$ cat src/rtl/pipeline_ctrl.sv
// pipeline_ctrl: stall/flush/redirect sequencer for the 5-stage pipeline,
// with memory freeze, halt drain and performance counters.
module pipeline_ctrl #(
    parameter int DRAIN_CYCLES = 3,
    parameter int CNT_W        = 32
) (
    input  logic             clk,
    input  logic             rst,
    input  logic             id_stall,
    input  logic             id_force_jump,
    input  logic             ex_mispredict,
    input  logic             mem_req,
    input  logic             mem_ready,
    input  logic             halt_req,
    output logic             pc_en,
    output logic [1:0]       pc_sel,
    output logic             if_id_en,
    output logic             if_id_flush,
    output logic             id_ex_en,
    output logic             id_ex_flush,
    output logic             ex_mem_en,
    output logic             mem_wb_en,
    output logic             halted,
    output logic [CNT_W-1:0] cycle_cnt,
    output logic [CNT_W-1:0] stall_cnt,
    output logic [CNT_W-1:0] flush_cnt
);
    localparam logic [1:0] RUN = 2'd0, MEM_WAIT = 2'd1, DRAIN = 2'd2, HALTED = 2'd3;

    logic [1:0] state_q, state_d, ret_q, ret_d, eff;
    logic [3:0] drain_q, drain_d;
    logic       freeze, run_c, drn_c, case_a, case_b, case_c, case_d;

    always_comb begin
        // A releasing MEM_WAIT cycle decodes as the state it interrupted
        eff    = (state_q == MEM_WAIT) ? ret_q : state_q;
        freeze = (state_q == MEM_WAIT) ? !mem_ready :
                 ((state_q == RUN || state_q == DRAIN) && mem_req && !mem_ready);
        run_c  = !rst && !freeze && eff == RUN;
        drn_c  = !rst && !freeze && eff == DRAIN;
        case_a = run_c && ex_mispredict;
        case_b = run_c && !ex_mispredict && id_stall;
        case_c = run_c && !ex_mispredict && !id_stall && id_force_jump;
        case_d = run_c && !ex_mispredict && !id_stall && !id_force_jump && halt_req;
        pc_en       = run_c && !case_b && !case_d;
        pc_sel      = case_a ? 2'd2 : case_c ? 2'd1 : 2'd0;
        if_id_en    = (run_c && !case_b) || (drn_c && !id_stall);
        if_id_flush = rst || case_a || case_c || case_d || drn_c;
        id_ex_en    = run_c || drn_c;
        id_ex_flush = rst || case_a || case_b || (drn_c && (ex_mispredict || id_stall));
        ex_mem_en   = run_c || drn_c;
        mem_wb_en   = run_c || drn_c;
        halted      = !rst && state_q == HALTED;
        state_d = freeze ? MEM_WAIT :
                  eff == RUN ? (case_d ? DRAIN : RUN) :
                  eff == DRAIN ? (drain_q == 4'd0 ? HALTED : DRAIN) : HALTED;
        ret_d   = (freeze && state_q != MEM_WAIT) ? state_q : ret_q;
        drain_d = case_d ? 4'(DRAIN_CYCLES - 1) :
                  (drn_c && drain_q != 4'd0) ? drain_q - 4'd1 : drain_q;
    end

    always_ff @(posedge clk) begin
        if (rst) begin
            state_q   <= RUN;
            ret_q     <= RUN;
            drain_q   <= 4'd0;
            cycle_cnt <= '0;
            stall_cnt <= '0;
            flush_cnt <= '0;
        end else begin
            state_q   <= state_d;
            ret_q     <= ret_d;
            drain_q   <= drain_d;
            cycle_cnt <= cycle_cnt + CNT_W'(state_q != HALTED);
            stall_cnt <= stall_cnt + CNT_W'(!pc_en && (state_q == RUN || state_q == MEM_WAIT));
            flush_cnt <= flush_cnt + CNT_W'(case_a || case_c);
        end
    end
endmodule

$ cat config.mk
export PLATFORM = sky130hd
export DESIGN_NAME = pipeline_ctrl
export DESIGN_NICKNAME = d
export VERILOG_FILES = /design/src/rtl/pipeline_ctrl.sv
export SDC_FILE = /design/constraint.sdc
export NUM_CORES = 1
export LEC_CHECK = 0
export ABC_AREA = 1
export CAP_MARGIN = 40
export CORE_UTILIZATION = 50
export DETAILED_ROUTE_END_ITERATION = 6
export PLACE_DENSITY = 0.88
export SYNTH_ARGS = -nofsm -noshare
export SYNTH_HDL_FRONTEND = slang
export SYNTH_SLANG_ARGS = --single-unit
$ cat constraint.sdc
create_clock -name clk -period 2.6 [get_ports clk]
set_input_delay 0.65 -clock clk [delete_from_list [all_inputs] [get_ports clk]]
set_output_delay 0.65 -clock clk [all_outputs]
set_load 0.05 [all_outputs]
# Word-level counts from Yosys, hierarchy flattened
# Index checks and enable logic that the tools add are counted.
# classes
addsub	4
n_eq_ne	6
muxes	11
n_reduce_logical	48
# op_table
op	n
$add 32x1->32	3
$logic_and 1x1->1	20
$logic_or 1x1->1	12
$mux 2	6
$logic_not 1->1	9
$eq 2x2->1 const B	3
$mux 1	5
$logic_not 2->1	2
$logic_not 4->1	1
$reduce_bool 4->1	1
$reduce_or 2->1	2
$sub 4x1->4 const B	1
$eq 2x1->1 const B	1
$ne 2x1->1 const B	1
$ne 2x2->1 const B	1
$reduce_bool 2->1	1
# word_totals
register_bits	104
in_bits	8
output_inout_bits	106
elab_cells	77

# Depth between registers and ports, before layout
# depth
word_depth	17
mapped_depth	16
depth_no_buf	16

# Least setup slack after synthesis
# Ideal clock, no wire load.
# synth_timing
kind	input port to output port
from	input port mem_ready
to	output port id_ex_flush
arrival_ns	2.168
required_ns	1.950
setup_slack_ns	-0.218
cell_stages	6
n_path_buf	0
path_cell_list	inv_1 -> nand3_2 -> nand2_1 -> nor2_4 -> nand2_1 -> o21ai_0
# synth_via
elab_chain_len	10
word_cells_on_any_way	14
# synth_rtl
element	line	rtl
start: declaration	13	input logic mem_ready,
$logic_not 1->1 *	37, 38	
$logic_and 1x1->1	38	((state_q == RUN || state_q == DRAIN) && mem_req && !mem_ready);
$mux 1 *	37	freeze = (state_q == MEM_WAIT) ? !mem_ready :
$logic_not 1->1 *	39, 40	
$logic_and 1x1->1 *	39, 40	
$logic_and 1x1->1	39	run_c = !rst && !freeze && eff == RUN;
$logic_and 1x1->1, on equally long branches	41, 42	
$logic_or 1x1->1 or $logic_and 1x1->1 (tied branches)	50, 42	
$logic_or 1x1->1	50	id_ex_flush = rst || case_a || case_b || (drn_c && (ex_mispredict || id_stall));
$logic_or 1x1->1 *	50	
end: declaration	20	output logic id_ex_flush,
# Every way passes the cells marked *; elsewhere a longest branch is shown, timed or not.

# Final worst setup path
# layout_timing
from	input port mem_req
to	output port pc_sel[1]
# layout_via
elab_chain_len	8
# layout_rtl
element	line	rtl
start: declaration	12	input logic mem_req,
$logic_and 1x1->1 (2 in a row)	38	
$mux 1	37	
$logic_not 1->1	39	
$logic_and 1x1->1 (2 in a row)	39	
$logic_and 1x1->1	41	case_a = run_c && ex_mispredict;
$mux 2	46	pc_sel = case_a ? 2'd2 : case_c ? 2'd1 : 2'd0;
end: declaration	16	output logic [1:0] pc_sel,
# Every way passes these cells.

==> flow_metrics.py <==
metrics = {
    "grt": {
        "antenna_found_initial": 0,
        "grt_pass1_vias": 5673,
        "grt_pass1_wl_um": 26180,
        "grt_max_degree": 55,
        "gr-total-overflow": 0,
        "grt_util_all_layers_pct": 27.84,
    },
    "critical_path": {
        "critical_path.max_fanout": 4,
        "startpoint_type": "primary input",
        "worstSetupEndpointType": "output pin",
        "crit_required_ns": 1.95,
        "arrival_ns": 1.86,
        "crit_type": "primary input to output pin",
    },
    "cells_and_area": {
        "nets": 1038,
        "fillers": 937,
        "drive_gt1_share_pct": 15.27,
        "num_antenna_cells": 0,
        "area_delta_synth_final_pct": 35.56,
        "stdcell_count": 1168,
        "utilization_pct": 71.09,
    },
    "timing": {
        "grt_setup_unrepaired": "yes",
        "period_minus_slack_ns": 2.509,
        "fmax_mhz": 398.6,
        "fin_skew_ns": 0.006604,
        "fin_ws_ns": 0.09141,
        "relSlewSlack_pct": 59.47,
        "finalHoldViolCount": 0,
        "worst_slew_pin_slew_ns": 0.6080,
        "setup_viol_count_final": 0,
        "holdWs_ns": 0.4559,
        "drv_slew": 0,
        "min_period_over_period_pct": 96.48,
    },
    "power_and_ir_drop": {
        "power.share.sequential_pct": 45.3,
        "pwr-share-clk_pct": 44.8,
        "combPwrFrac_pct": 9.9,
        "internal_power_w": 0.002743,
        "power.density_mw_per_mm2": 457.4,
        "switching_power_w": 0.0008436,
        "ir_drop_uv": 401.9,
        "p_sw_share_pct": 23.52,
        "leakagePower_nw": 2.642,
    },
    "synthesis": {
        "synth_edf_count": 0,
        "synth_area_per_cell_um2": 6.588,
        "netlist_top_cells_count": "nand2_1, nor2_1, dfxtp_1",
        "yosysWarnings": 0,
        "ys_async_sr_fraction_pct": 0,
        "yosysTopAreaCellShare_pct": 35.99,
        "synth_top_flop_cell": "dfxtp_1",
        "synth_area_leaders": "dfxtp_1, nand2_1, nor2_1, a21oi_1, inv_1",
        "syn_inst": 878,
        "yosysTopAreaCell": "dfxtp_1",
        "ys_ff_latch": 104,
        "syn-num-nets": 893,
        "synth-seq-area-share_pct": 35.99,
        "syn_area_mm2": 0.005784,
        "synth_cell_types": 35,
        "yosysMostFrequentCell": "nand2_1",
    },
    "floorplanning": {
        "io_pins": 114,
        "floorplan.die_area_mm2": 0.01200,
        "start_util_pct": 52.44,
        "chipHeight_um": 109.6,
        "dieWidth_um": 109.6,
        "num_rows": 38,
        "core_mm2": 0.01103,
    },
    "route": {
        "drt_wl_total_um": 16100,
        "vias": 6114,
        "wl_per_cell_um": 13.79,
        "firstDrtPassIters": 5,
        "drcViolationCount": 0,
        "vias_per_cell": 5.235,
        "final_antenna_net_count": 0,
        "drt_iter0_drc": 342,
    },
    "clocking": {
        "clkSinkCount": 104,
        "root_buffer": "clkbuf_16",
        "cts_made_buffers": 9,
        "clkSlewWorstSetupHoldPaths_ns": 0.07,
        "htree_levels": 3,
        "cts_tree": "done",
        "clock_path_buffers": 2,
        "clkLatencyLatePin_ns": 0.35,
    },
    "min_path": {
        "hold_class": "flop to flop",
    },
    "flow_run": {
        "drv_cap": 0,
    },
    "placement": {
        "dp_cells": 1148,
        "dp_slack_ns": -0.4450,
        "hpwl_um": 11650,
        "place.gp.congestion": 0.9589,
        "place.port_buffers": 113,
    },
    "status": {
        "status": "finished, final reports clean",
    },
}
[worst max-delay path: stages]
cell and delay, ns:
dlygate4sd2_1 0.24, inv_1 0.05, nand2_1 0.05, nand3_2 0.08, nand2_2 0.08, nor2_4 0.15, buf_4 0.14, nand2_2 0.05
buf_4 0.14, inv_1 0.09, buf_12 0.14
[layer usage]
metal / routed length (um) / share of wire (%) / vias up / track usage [%]
met5: 0 / 0 / - / 0
met4: 340 / 2.1 / 0 / 9.714
met3: 1001 / 6.2 / 32 / 5.098
met1: 6948 / 43 / 2793 / 34.99
li1: - / - / 3056 / -
met2: 7812 / 49 / 233 / 47.71
[cell families (layout without fill, tap and decap cells)]
family	Yosys count	in the layout	synth area share, %
buf+inv	98	248	6.705
flops	104	104	35.99
xor+xnor	13	13	1.968
simple gates	543	543	43.69
compound gates	113	113	10.12
fa+ha+maj	7	7	1.514
[through the flow]
step	TNS [ns]	area [um2]	total power, W
4_1_cts	0	7751	0.003603
6_report	0	7841	0.003587
5_1_grt	-0.08714	7841	0.003708
3_5_place_dp	-13.41	7340	0.001991
2_1_floorplan	-0.4360	5784	0.001850
3_3_place_gp	-10.84	7340	0.001985
[registers in the layout, summed over array words and instances (netlist names)]
register / flops
cycle_cnt: 32
flush_cnt: 32
stall_cnt: 32
drain_q: 4
ret_q: 2
state_q: 2
[cell usage in the layout, fill, tap and decap left out, types with 2 or more instances in the layout]
cell | Yosys | routed
a211oi_1 | 2 | 2
a21oi_1 | 76 | 75
a31oi_1 | 2 | 2
and3_1 | 2 | 2
buf_12 | 0 | 9
buf_4 | 3 | 35
buf_6 | 0 | 2
bufinv_16 | 0 | 3
clkbuf_16 | 0 | 9
clkbuf_8 | 0 | 2
clkdlybuf4s50_1 | 0 | 98
clkinv_2 | 2 | 3
dfxtp_1 | 104 | 103
dlygate4sd2_1 | 0 | 2
dlymetal6s2s_1 | 0 | 2
ha_1 | 7 | 4
ha_2 | 0 | 3
inv_1 | 76 | 73
inv_2 | 5 | 8
nand2_1 | 259 | 253
nand2_2 | 17 | 20
nand2_4 | 1 | 4
nand3_1 | 19 | 17
nand3_2 | 3 | 5
nand3_4 | 3 | 3
nand3b_1 | 32 | 32
nand4_1 | 4 | 4
nor2_1 | 155 | 151
nor2_2 | 19 | 20
nor2_4 | 18 | 21
nor3_1 | 7 | 7
o21a_1 | 5 | 5
o21ai_0 | 26 | 23
o21ai_1 | 2 | 2
o21ai_4 | 0 | 2
xnor2_1 | 4 | 4
xor2_1 | 9 | 9
[timing repair]
item,4_1_cts,5_1_grt
gates resized for setup,23,18
buffers inserted,2,5
pin swaps,10,11
hold buffers,0,0
setup endpoints to repair,19,28
[path summary, 6_finish.rpt]
path / from / endpoint / slack (ns) / cells past startpoint
max reg2reg: state_q[0] / stall_cnt[16] / 0.19 / 15
min: ret_q[1] / ret_q[1] / 0.46 / 2
max: mem_req / pc_sel[1] / 0.09 / 11
min reg2reg: ret_q[1] / ret_q[1] / 0.46 / 2
[power groups by stage]
| stage | clock, W | combinational [W] | sequential [W] |
|---|---|---|---|
| final | 0.00161 | 0.000356 | 0.00162 |
| after floorplan | 0 | 0.000143 | 0.00171 |
| after CTS | 0.00163 | 0.000344 | 0.00162 |
| after global routing | 0.00170 | 0.000383 | 0.00163 |
| after detailed placement | 0 | 0.000330 | 0.00166 |
| after global placement | 0 | 0.000324 | 0.00166 |
[cell type report]
type | count | area [um2] | area share [%]
clock buffer | 11 | 252.7 | 3.223
clock inverter | 5 | 102.6 | 1.308
inverter | 83 | 314.1 | 4.005
multi-input combinational | 676 | 3420 | 43.61
sequential | 104 | 2083 | 26.57
tap | 140 | 175.2 | 2.234
timing repair buffer | 149 | 1494 | 19.05
Note: power is estimated with default switching activity, not from simulation.
